<file path="src/rtl/ntt_stage_sequencer.sv">
`default_nettype none
// +----------------------------------------------------------------------------+
// | ntt_stage_sequencer: butterfly address/twiddle sequencer for an in-place   |
// | radix-2 DIF NTT, N = 2^(cfg+3). Optional macro: NTT_SEQ_STALL_CNT_EN.      |
// | Revision: 1.0                                                              |
// +----------------------------------------------------------------------------+
module ntt_stage_sequencer #(
  parameter int ADDR_W       = 10,
  parameter int DRAIN_CYCLES = 6
) (
  input  logic              clk,
  input  logic              i_resetn,
  input  logic              i_start,
  input  logic [2:0]        i_point_configuration,
  output logic              o_busy,
  output logic              o_working,
  output logic [2:0]        o_point_configuration,
  output logic              o_bf_valid,
  input  logic              i_bf_ready,
  output logic [ADDR_W-1:0] o_addr_a,
  output logic [ADDR_W-1:0] o_addr_b,
  output logic [ADDR_W-2:0] o_twiddle_idx,
  output logic [3:0]        o_stage,
  output logic              o_last_in_stage,
  output logic              o_stage_done,
`ifdef NTT_SEQ_STALL_CNT_EN
  output logic [15:0]       o_stall_count,
`endif
  output logic              o_done
);

  typedef enum logic [1:0] {
    ST_IDLE  = 2'd0,
    ST_ISSUE = 2'd1,
    ST_DRAIN = 2'd2,
    ST_DONE  = 2'd3
  } state_t;

  localparam int GW = ADDR_W - 1;
  // A zero-length drain still spends one cycle in DRAIN to emit the stage pulse.
  localparam int DRAIN_LEN = (DRAIN_CYCLES > 0) ? DRAIN_CYCLES : 1;
  localparam int DCNT_W    = (DRAIN_LEN > 1) ? $clog2(DRAIN_LEN) : 1;
  localparam logic [DCNT_W-1:0] DRAIN_LAST = DCNT_W'(DRAIN_LEN - 1);
  localparam int CFG_MAX_I = (ADDR_W - 3 > 7) ? 7 : ADDR_W - 3;
  localparam logic [2:0] CFG_MAX = 3'(CFG_MAX_I);

  state_t            state_q, state_d;
  logic [2:0]        cfg_q, cfg_d;
  logic [3:0]        stage_q, stage_d;
  logic [GW-1:0]     g_q, g_d;
  logic [GW-1:0]     j_q, j_d;
  logic [DCNT_W-1:0] dcnt_q, dcnt_d;

  logic [3:0]        log_n_w;
  logic [3:0]        shift_w;
  logic [ADDR_W-1:0] stride_w;
  logic [ADDR_W-1:0] grp_last_w;
  logic [ADDR_W-1:0] addr_a_w;
  logic              j_last_w;
  logic              g_last_w;
  logic              stage_last_w;
  logic              drain_end_w;
  logic              issue_w;
  logic [2:0]        cfg_sat_w;

  // stride = N >> (s+1) = 1 << (log2N - 1 - s); group base = g * 2 * stride.
  always_comb begin
    log_n_w      = {1'b0, cfg_q} + 4'd3;
    shift_w      = log_n_w - 4'd1 - stage_q;
    stride_w     = ADDR_W'(1) << shift_w;
    grp_last_w   = (ADDR_W'(1) << stage_q) - ADDR_W'(1);
    j_last_w     = ({1'b0, j_q} == (stride_w - ADDR_W'(1)));
    g_last_w     = ({1'b0, g_q} == grp_last_w);
    stage_last_w = (stage_q == (log_n_w - 4'd1));
    addr_a_w     = ({1'b0, g_q} << (shift_w + 4'd1)) + {1'b0, j_q};
    drain_end_w  = (state_q == ST_DRAIN) && (dcnt_q == DRAIN_LAST);
    issue_w      = (state_q == ST_ISSUE);
    cfg_sat_w    = (i_point_configuration > CFG_MAX) ? CFG_MAX : i_point_configuration;
  end

  always_comb begin
    state_d = state_q;
    cfg_d   = cfg_q;
    stage_d = stage_q;
    g_d     = g_q;
    j_d     = j_q;
    dcnt_d  = dcnt_q;
    case (state_q)
      ST_IDLE: begin
        if (i_start) begin
          state_d = ST_ISSUE;
          cfg_d   = cfg_sat_w;
          stage_d = 4'd0;
          g_d     = '0;
          j_d     = '0;
        end
      end
      ST_ISSUE: begin
        if (i_bf_ready) begin
          if (j_last_w) begin
            j_d = '0;
            if (g_last_w) begin
              g_d     = '0;
              dcnt_d  = '0;
              state_d = ST_DRAIN;
            end else begin
              g_d = g_q + GW'(1);
            end
          end else begin
            j_d = j_q + GW'(1);
          end
        end
      end
      ST_DRAIN: begin
        if (dcnt_q == DRAIN_LAST) begin
          dcnt_d = '0;
          if (stage_last_w) begin
            state_d = ST_DONE;
          end else begin
            stage_d = stage_q + 4'd1;
            g_d     = '0;
            j_d     = '0;
            state_d = ST_ISSUE;
          end
        end else begin
          dcnt_d = dcnt_q + DCNT_W'(1);
        end
      end
      ST_DONE: state_d = ST_IDLE;
      default: state_d = ST_IDLE;
    endcase
  end

  always_ff @(posedge clk) begin
    if (!i_resetn) begin
      state_q <= ST_IDLE;
      cfg_q   <= 3'd0;
      stage_q <= 4'd0;
      g_q     <= '0;
      j_q     <= '0;
      dcnt_q  <= '0;
    end else begin
      state_q <= state_d;
      cfg_q   <= cfg_d;
      stage_q <= stage_d;
      g_q     <= g_d;
      j_q     <= j_d;
      dcnt_q  <= dcnt_d;
    end
  end

  assign o_busy                = (state_q != ST_IDLE);
  assign o_working             = o_busy;
  assign o_point_configuration = cfg_q;
  assign o_bf_valid            = issue_w;
  assign o_addr_a              = issue_w ? addr_a_w : '0;
  assign o_addr_b              = issue_w ? (addr_a_w + stride_w) : '0;
  assign o_twiddle_idx         = issue_w ? (j_q << stage_q) : '0;
  assign o_stage               = stage_q;
  assign o_last_in_stage       = issue_w && j_last_w && g_last_w;
  assign o_stage_done          = drain_end_w;
  assign o_done                = (state_q == ST_DONE);

`ifdef NTT_SEQ_STALL_CNT_EN
  logic [15:0] stall_q, stall_d;

  always_comb begin
    stall_d = stall_q;
    if ((state_q == ST_IDLE) && i_start) begin
      stall_d = 16'd0;
    end else if (issue_w && !i_bf_ready && (stall_q != 16'hFFFF)) begin
      stall_d = stall_q + 16'd1;
    end
  end

  always_ff @(posedge clk) begin
    if (!i_resetn) begin
      stall_q <= 16'd0;
    end else begin
      stall_q <= stall_d;
    end
  end

  assign o_stall_count = stall_q;
`endif

endmodule
`default_nettype wire

</file>
<file path="config.mk">
export PLATFORM = sky130hd
export DESIGN_NAME = ntt_stage_sequencer
export DESIGN_NICKNAME = d
export VERILOG_FILES = /design/src/rtl/ntt_stage_sequencer.sv
export SDC_FILE = /design/constraint.sdc
export NUM_CORES = 1
export LEC_CHECK = 0
export BUFFER_PORTS_ARGS = -buffer_cell sky130_fd_sc_hd__buf_4
export CAP_MARGIN = 20
export CORE_ASPECT_RATIO = 1.25
export CORE_UTILIZATION = 65
export DETAILED_ROUTE_END_ITERATION = 16
export PLACE_DENSITY_LB_ADDON = 0.08
export SETUP_SLACK_MARGIN = 0.5
export SKIP_LAST_GASP = 1
export SLEW_MARGIN = 20
export SYNTH_ARGS = -nofsm -noshare
export SYNTH_HDL_FRONTEND = slang
export SYNTH_SLANG_ARGS = --single-unit
</file>
<file path="constraint.sdc">
create_clock -name clk -period 15.08 [get_ports clk]
set_input_delay 3.016 -clock clk [delete_from_list [all_inputs] [get_ports clk]]
set_output_delay 3.016 -clock clk [all_outputs]
set_load 0.01 [all_outputs]
</file>
[Word-level counts from Yosys, hierarchy flattened]
Index checks and enable logic that the tools add are counted.
W data, S select, Z words.
Word-level totals
  bits in registers: 30
  input port bits: 7
  output and inout port bits: 42
Cells by class
  $add $sub $neg: 12
  $lt $le $gt $ge: 1
  equal/unequal tests: 13
  shift operators: 4
  muxes and demuxes: 30
  reduce and logical (&&, ||, !) cells: 14
Operators by type and width (count)
  $mux W9: 9
  $pmux W9 S3: 2
  $eq A9 B10 Y1: 2
  $mux W10: 2
  $shl A1 B4 Y10 const A: 2
  $add A9 B1 Y9 const B: 2
  $mux W3: 5
  $mux W2: 6
  $mux W4: 3
  $add A10 B10 Y10: 1
  $add A10 B9 Y10: 1
  $ne A2 B2 Y1 const B: 5
  $reduce_and A5 Y1: 2
  $shl A9 B4 Y10: 1
  $sub A10 B1 Y10 const B: 1
  $sub A10 B2 Y10 const B: 1
  $shl A9 B4 Y9: 1
  $add A4 B1 Y4 const B: 2
  $pmux W2 S4: 1
  $pmux W4 S2: 1
  $reduce_and A4 Y1: 2
  $pmux W3 S2: 1
  $reduce_and A6 Y1: 1
  $reduce_bool A2 Y1: 3
  14 further kinds: 17

[Longest topological paths before layout]
Gate-level depths: netlist of the first run.
  word-level depth: 9
  mapped depth: 27

[Worst setup path after synthesis of the first run]
Ideal clock, no wire load.
  path kind: register to output
  from: register cfg_q[0], in the netlist o_point_configuration[0]
  to: output port o_addr_b[9]
  arrival: 5.152 ns
  required time: 12.064 ns
  slack: 6.912 ns
  cell stages (with the launch flop): 28
  path buffers: 1
  cell sequence: dfxtp_1 -> inv_1 -> ha_1 -> fa_1 -> clkbuf_1 -> nor2_1 -> nand2_1 -> xnor2_1 -> inv_1 -> nand2_1 -> nor2_1 -> ha_1 -> inv_1 -> fa_1 -> nor2b_1 -> o21ai_0 -> a21boi_0 -> o21ai_0 -> a21oi_1 -> o21ai_0 -> nor3b_1 -> nor2_1 -> ha_1 -> a21oi_1 -> o21ai_0 -> xnor2_1 -> or2_2 -> mux2i_1
Between the ends
  longest elaborated chain between the ends: 8
Ends and longest elaborated chain
  from (decl): line 48  | logic [2:0] cfg_q, cfg_d;
  from (signal assigned): line 144  | cfg_q <= cfg_d;
  $add A3 B2 Y4 *: line 68  | log_n_w = {1'b0, cfg_q} + 4'd3;
  $sub A4 B1 Y4 *: line 69  | shift_w = log_n_w - 4'd1 - stage_q;
  $sub A4 B4 Y4 *: line 69
  $add A4 B1 Y4: line 75  | addr_a_w = ({1'b0, g_q} << (shift_w + 4'd1)) + {1'b0, j_q};
  $shl A9 B4 Y10: line 75
  $add A10 B9 Y10: line 75
  $add A10 B10 Y10 *: line 157  | assign o_addr_b = issue_w ? (addr_a_w + stride_w) : '0;
  $mux W10 *: line 157
  to (decl): line 21  | output logic [ADDR_W-1:0] o_addr_b,
Mark *: on every way between the ends. The rest lies on a longest branch, timed or not.

[Final worst setup path of the first run]
  from: register stage_q[0], in the netlist o_stage[0]
  to: output port o_addr_b[9]
Between the ends
  longest elaborated chain between the ends: 6
Ends and longest elaborated chain
  from (decl): line 49  | logic [3:0] stage_q, stage_d;
  from (signal assigned): line 145  | stage_q <= stage_d;
  $sub A4 B4 Y4 *: line 69
  $add A4 B1 Y4: line 75
  $shl A9 B4 Y10: line 75
  $add A10 B9 Y10: line 75
  $add A10 B10 Y10 *: line 157
  $mux W10 *: line 157
Marks and branches as above.

==> run_results.csv, run 1 <==
group,metric,value,unit
run_status,outcome,"complete, no violations",
final_layout,nets,632,
final_layout,layout-drive-gt1-share,15.1,%
synth,synthMuxAreaShare,9.24,%
timing,tns,0,ps
routing,drt-pass1-iter-count,7,
pwr,powerDensity,65.7,mW/mm^2
placed_design,gp_congestion,0.912,
routing,viasPerCell,6.59,
setup_path,critPathRequiredTime,12060,ps
setup_path,cpMostUsedCell,"o21ai_0",
timing,fmax,103,MHz
routing,top_layer,"met4",
final_layout,antenna_cells,0,
floorplanning,num_rows,32,
clocking,cts.clk_slew.worst_paths,60,ps
synth,yosysTopAreaCell,"dfxtp_1",
clocking,cts_hold_buffers,0,
job,maxCapViolations,0,
synth,synth_flop_cell,"dfxtp_1",
routing,dr_total_vias,4442,
timing,relSlewSlack,28.6,%
routing,drcViolationCount,0,
final_layout,area_growth,9.18,%
min_path,hp-class,"flip-flop to flip-flop",
setup_path,crit_slowest_cell,"dfxtp_1",
synth,yosysMostFrequentCell,"nor2_1",
timing,slew_viol_final,0,
synth,ys_types,82,
setup_path,startpoint,"o_stage[0]$_SDFFE_PN0P_",
pwr,power.leakage,0.00193,uW
synth,synth-simple-area-share,28.8,%
synth,synthCells,570,
synth,synth_seq_cells,30,
synth,synth_top_family_by_area,"simple AND/OR/NAND/NOR gates",
global_route,grt_pass1_vias,4225,
min_path,hold_start,"dcnt_q[0]$_SDFFE_PN0P_",
routing,drt-total-wl,11800,um
setup_path,r2r_start,"o_stage[2]$_SDFFE_PN0P_",
setup_path,path_delay_family,"adder cells",
synth,synth_area_per_cell,7.58,sq um
clocking,cts_resized,0,
setup_path,worstPathMaxFanout,22,
setup_path,crit_arrival,6710,ps
synth,synth_nets,614,
synth,ys_seq_area_share,13.9,%
synth,netlist_top_cells_count,"56 x nor2_1, 47 x nand2_1, 35 x inv_1",
clocking,post-cts-setup-buffers,0,
synth,yosysWarnings,0,
global_route,grt_start_max_net_pins,26,
floorplanning,die_y,93.1,um
setup_path,start_kind,"flip-flop",
final_layout,fill_cells,491,
synth,synth_edf_count,0,
floorplanning,die_width,74.9,um
clocking,root_buffer,"clkbuf_8",
timing,rsz0062_at_grt,"false",
routing,wl_met2,5980,um
setup_path,worstSetupPathType,"flip-flop to output pin",
clocking,htreeDepth,2,
synth,synthAdderAreaFrac,11.2,%
clocking,cts_sinks,30,
global_route,grt_use_total,35.3,%
routing,met3_length,640,um
synth,synthesis.area,0.00432,sq mm
floorplanning,die_area,0.00698,sq mm
final_layout,seqCellArea,601,sq um
synth,synth_area_leaders,"dfxtp_1 14%, ha_1 9.8%, mux4_2 5.7%, nor2_1 4.9%, nand2_1 4.1%",
placed_design,io_buffers,48,
setup_path,critPathMaxStageDelay,750,ps
synth,synthXorXnorAreaFrac,8.02,%
timing,setup_ws,5360,ps
placed_design,dp_slack,5690,ps
setup_path,crit_buf_inv,3,
routing,wl_per_cell,17.5,um
global_route,grt_antenna_before_repair,0,
routing,ant_nets,0,
timing,fin_crit_sh,64.5,%
synth,synth-compound-area-share,21.6,%
routing,drtIter0Drc,385,
timing,setup_viol,0,
global_route,grt.overflow.total,0,
placed_design,place_hpwl,9020,um
clocking,cts_made_buffers,5,
final_layout,multi_input_area,0.00341,sq mm
synth,yosys.area.top_type_share,13.9,%
pwr,ir_drop,0.0567,mV
floorplanning,ios,49,
routing,wl_met1,4680,um
clocking,cts_tree,"yes",
global_route,grt_first_pass_wirelength,19300,um
clocking,clkLatencyLatePin,280,ps
floorplanning,core_area,0.00629,sq mm
pwr,total_power,310,uW
timing,hold_violations,0,
timing,fin_crit,9720,ps
synth,async_flop_share,0,%
timing,skew,2.85,ps
timing,worstMarginPinSlew,1060,ps
floorplanning,initial_core_util,68.7,%
setup_path,critPathCaptureType,"output pin",
clocking,cts_buffer_depth,2,
area by class of cell:
type                    instances  share of cell area (%)
multi-input cells             464                    72.2
flip-flops and latches         30                    12.7
repair buffers                 49                    7.80
inverters                      38                    3.05
well taps                      85                    2.26
clock buffers                   7                    1.83
clock inverters                 1                   0.106
path summary, 6_finish.rpt:
kind | to | depth (start not counted) | slack, ps
min | dcnt_q[0]$_SDFFE_PN0P_ | 2 | 550
max reg2reg | j_q[4]$_SDFFE_PN0P_ | 14 | 9540
max | o_addr_b[9] | 26 | 5360
min reg2reg | dcnt_q[0]$_SDFFE_PN0P_ | 2 | 550
per-stage QoR:
step | instances | cell area [sq um] | util [%] | hold slack (ps)
global route | 674 | 4720 | 75.0 | 576
finish | 674 | 4720 | 75.0 | 550
detailed placement | 666 | 4620 | 73.6 | 538
CTS | 674 | 4720 | 75.0 | 551
floorplan | 570 | 4320 | - | 482
global placement | 666 | 4620 | 73.6 | 514
state kept, by name, summed over array words and instances (netlist names):
name and cells:
g_q 9, j_q 9, o_stage 4, dcnt_q 3, o_point_configuration 3, state_q 2
kinds of logic after synthesis:
kind of cell | Yosys count
AND/OR/NAND/NOR | 238
buffers and inverters | 76
multiplexers | 26
XOR/XNOR | 35
adder cells (fa/ha/maj) | 37
AO/OA/AOI/OAI | 128
flip-flops | 30
report_power, final:
part / switching, uW / internal (uW) / total [uW]
logic: 92.8 / 63.0 / 156
registers: 5.02 / 81.3 / 86.3
clock network: 31.1 / 36.8 / 67.8
total: 129 / 181 / 310
layout by cell type, fill, tap and decap left out, drive strengths merged, types with 10 or more instances in the layout:
| cell type | n |
|---|---|
| xnor2 | 18 |
| nor2b | 12 |
| o21ai | 24 |
| ha | 34 |
| nor3 | 23 |
| dfxtp | 30 |
| nand2b | 13 |
| nand3 | 19 |
| inv | 36 |
| buf | 49 |
| and2 | 10 |
| nand2 | 47 |
| mux2i | 14 |
| xor2 | 16 |
| nor2 | 56 |
| a21oi | 23 |
| and3 | 18 |
| mux4 | 11 |
metal layers:
metal / global-route usage (%) / up-vias
met5: 0 / -
met4: 20.6 / 0
met3: 3.77 / 43
met2: 61.3 / 194
met1: 40.7 / 2085
li1: - / 2120
worst reg2reg max path, cell delays in order (launching register included):
cell and delay (ps):
dfxtp_1 720, inv_2 250, ha_1 450, xnor2_2 610
clkinv_2 380, nand3_1 280, ha_1 330, inv_1 150
nor2_1 210, a311oi_1 130, o21ba_2 240, a2bb2oi_1 330
a41oi_2 290, o21ai_1 900, nor2_1 130
(Power assumes the default switching activity.)
==> run 2, diff against run 1 <==
- CORE_UTILIZATION: 65 -> 55
- clock period: 15.08 -> 8.7 ns (I/O delays scaled with it)
==> run 2 against run 1 <==
Sequential share of layout area decreased by 0.20 points. Global-route usage decreased by 4.3 points. Critical path depth increased by 1. Sequential power increased by 73%. First-iteration DRC count decreased by 46%. Combinational power increased by 79%. Clock power increased by 100%. Largest cell class unchanged.
==> run_results.csv, run 2 (same netlist as run 1, synthesis figures left out) <==
group,metric,value,unit
floorplanning,die_area,0.00821,sq mm
pwr,ir_drop,0.100,mV
floorplanning,die_width,81.3,um
placed_design,gp_congestion,0.896,
routing,drtIter0Drc,207,
timing,fin_crit,7650,ps
timing,fin_crit_sh,88.0,%
clocking,cts_sinks,30,
clocking,cts.clk_slew.worst_paths,70,ps
global_route,grt_antenna_before_repair,0,
pwr,combPwrFrac,49.5,%
setup_path,critPathMaxStageDelay,430,ps
routing,drt-total-wl,12400,um
setup_path,worstSetupPathType,"flip-flop to output pin",
setup_path,crit_slowest_cell,"dfxtp_1",
timing,skew,4.12,ps
floorplanning,num_rows,35,
final_layout,area_growth,11.2,%
timing,relSlewSlack,40.0,%
final_layout,layout-drive-gt1-share,16.6,%
pwr,power.leakage,0.00198,uW
timing,hold_violations,0,
floorplanning,ios,49,
timing,worstMarginPinSlew,899,ps
routing,dr_total_vias,4451,
min_path,hp-class,"flip-flop to flip-flop",
global_route,grt_pass1_vias,4174,
pwr,swShare,40.6,%
timing,setup_viol,0,
clocking,clkLatencyLatePin,280,ps
floorplanning,die_y,101,um
global_route,grt_use_total,31.0,%
final_layout,antenna_cells,0,
global_route,grt_start_max_net_pins,26,
run_status,outcome,"complete, no violations",
routing,wl_per_cell,18.0,um
placed_design,dp_slack,1260,ps
pwr,power_frac_clock,24.0,%
pwr,p_int,335,uW
setup_path,crit_arrival,5910,ps
clocking,root_buffer,"clkbuf_8",
routing,viasPerCell,6.47,
pwr,seqPwrFrac,26.5,%
clocking,htreeDepth,2,
routing,ant_nets,0,
timing,fmax,131,MHz
job,maxCapViolations,0,
setup_path,start_kind,"flip-flop",
routing,drt-pass1-iter-count,6,
pwr,p_switching,229,uW
timing,setup_ws,1050,ps
timing,slew_viol_final,0,
clocking,cts_hold_buffers,0,
setup_path,critPathCaptureType,"output pin",
setup_path,critPathRequiredTime,6960,ps
clocking,cts_made_buffers,5,
final_layout,nets,639,
global_route,grt.overflow.total,0,
timing,rsz0062_at_grt,"false",
setup_path,worstPathMaxFanout,6,
placed_design,io_buffers,48,
final_layout,final_cell_mix,"56 x nor2_1, 56 x buf_4, 47 x nand2_1",
clocking,cts_tree,"yes",
timing,tns,0,ps
clocking,cts_buffer_depth,2,
pwr,powerDensity,117,mW/mm^2
routing,drcViolationCount,0,
placed_design,place_hpwl,9520,um
floorplanning,initial_core_util,57.7,%
setup_path,ff2ff_setup_slack,3810,ps
floorplanning,core_area,0.00749,sq mm
global_route,grt_first_pass_wirelength,19600,um
## run 2: cell types whose count changed in the layout (fill, tap and decap cells not counted), sizes merged
| cell | delta |
|---|---|
| buf | +7 |
| clkbuf | +1 |
| clkinv | -1 |
## run 2: worst paths after layout
path / startpoint / endpoint / cells past startpoint
max: o_point_configuration[1]$_SDFFE_PN0P_ / o_addr_b[9] / 27
min: dcnt_q[1]$_SDFFE_PN0P_ / dcnt_q[1]$_SDFFE_PN0P_ / 2
max reg2reg: o_point_configuration[1]$_SDFFE_PN0P_ / dcnt_q[2]$_SDFFE_PN0P_ / 15
min reg2reg: dcnt_q[1]$_SDFFE_PN0P_ / dcnt_q[1]$_SDFFE_PN0P_ / 2
## run 2: repair_timing
| action | CTS | global route |
|---|---|---|
| gates resized for setup | 0 | 1 |
| setup buffers | 0 | 0 |
| endpoints found under the setup margin | 0 | 1 |
| endpoints found under the hold margin | 0 | 0 |
## run 2: worst max-delay path: cells and delay by family, from the launching register on
family | cells | cell delay [ps]
AO/OA/AOI/OAI | 9 | 1790
adder cells (fa/ha/maj) | 5 | 1560
AND/OR/NAND/NOR | 7 | 1130
flip-flops | 1 | 430
buffers and inverters | 3 | 310
XOR/XNOR | 2 | 300
multiplexers | 1 | 130
## run 2: per-layer routing
layer	share of wire, %	vias up	wire length, um	GRT usage [%]
met5	0	-	0	0
met4	4.8	0	593	18.3
met3	4.6	53	567	2.35
met2	51	180	6370	56.5
met1	39	2093	4870	34.2
li1	-	2125	-	-
## run 2: cell type report
| cell class | instances | area, sq um |
|---|---|---|
| sequential | 30 | 602 |
| multi-input combinational | 464 | 3410 |
| tap | 92 | 115 |
| fill | 678 | 2690 |
| timing repair buffer | 56 | 420 |
| inverter | 38 | 144 |
| clock buffer | 8 | 110 |
## run 2: per-stage QoR
stage / instance area (sq um) / hold slack [ps] / total power [uW] / std cells / utilization, %
5_1_grt: 4800 / 566 / 595 / 688 / 64.1
6_report: 4800 / 538 / 564 / 688 / 64.1
3_5_place_dp: 4690 / 532 / 426 / 680 / 62.6
3_3_place_gp: 4690 / 519 / 423 / 680 / 62.6
2_1_floorplan: 4320 / 482 / 358 / 570 / -
4_1_cts: 4800 / 538 / 562 / 688 / 64.0
## run 2: power groups by stage
stage          Clock (uW)  Sequential, uW  Combinational (uW)
3_3_place_gp            0             152                 272
2_1_floorplan           0             147                 211
4_1_cts               138             149                 275
6_report              136             149                 279
5_1_grt               141             150                 303
3_5_place_dp            0             152                 274
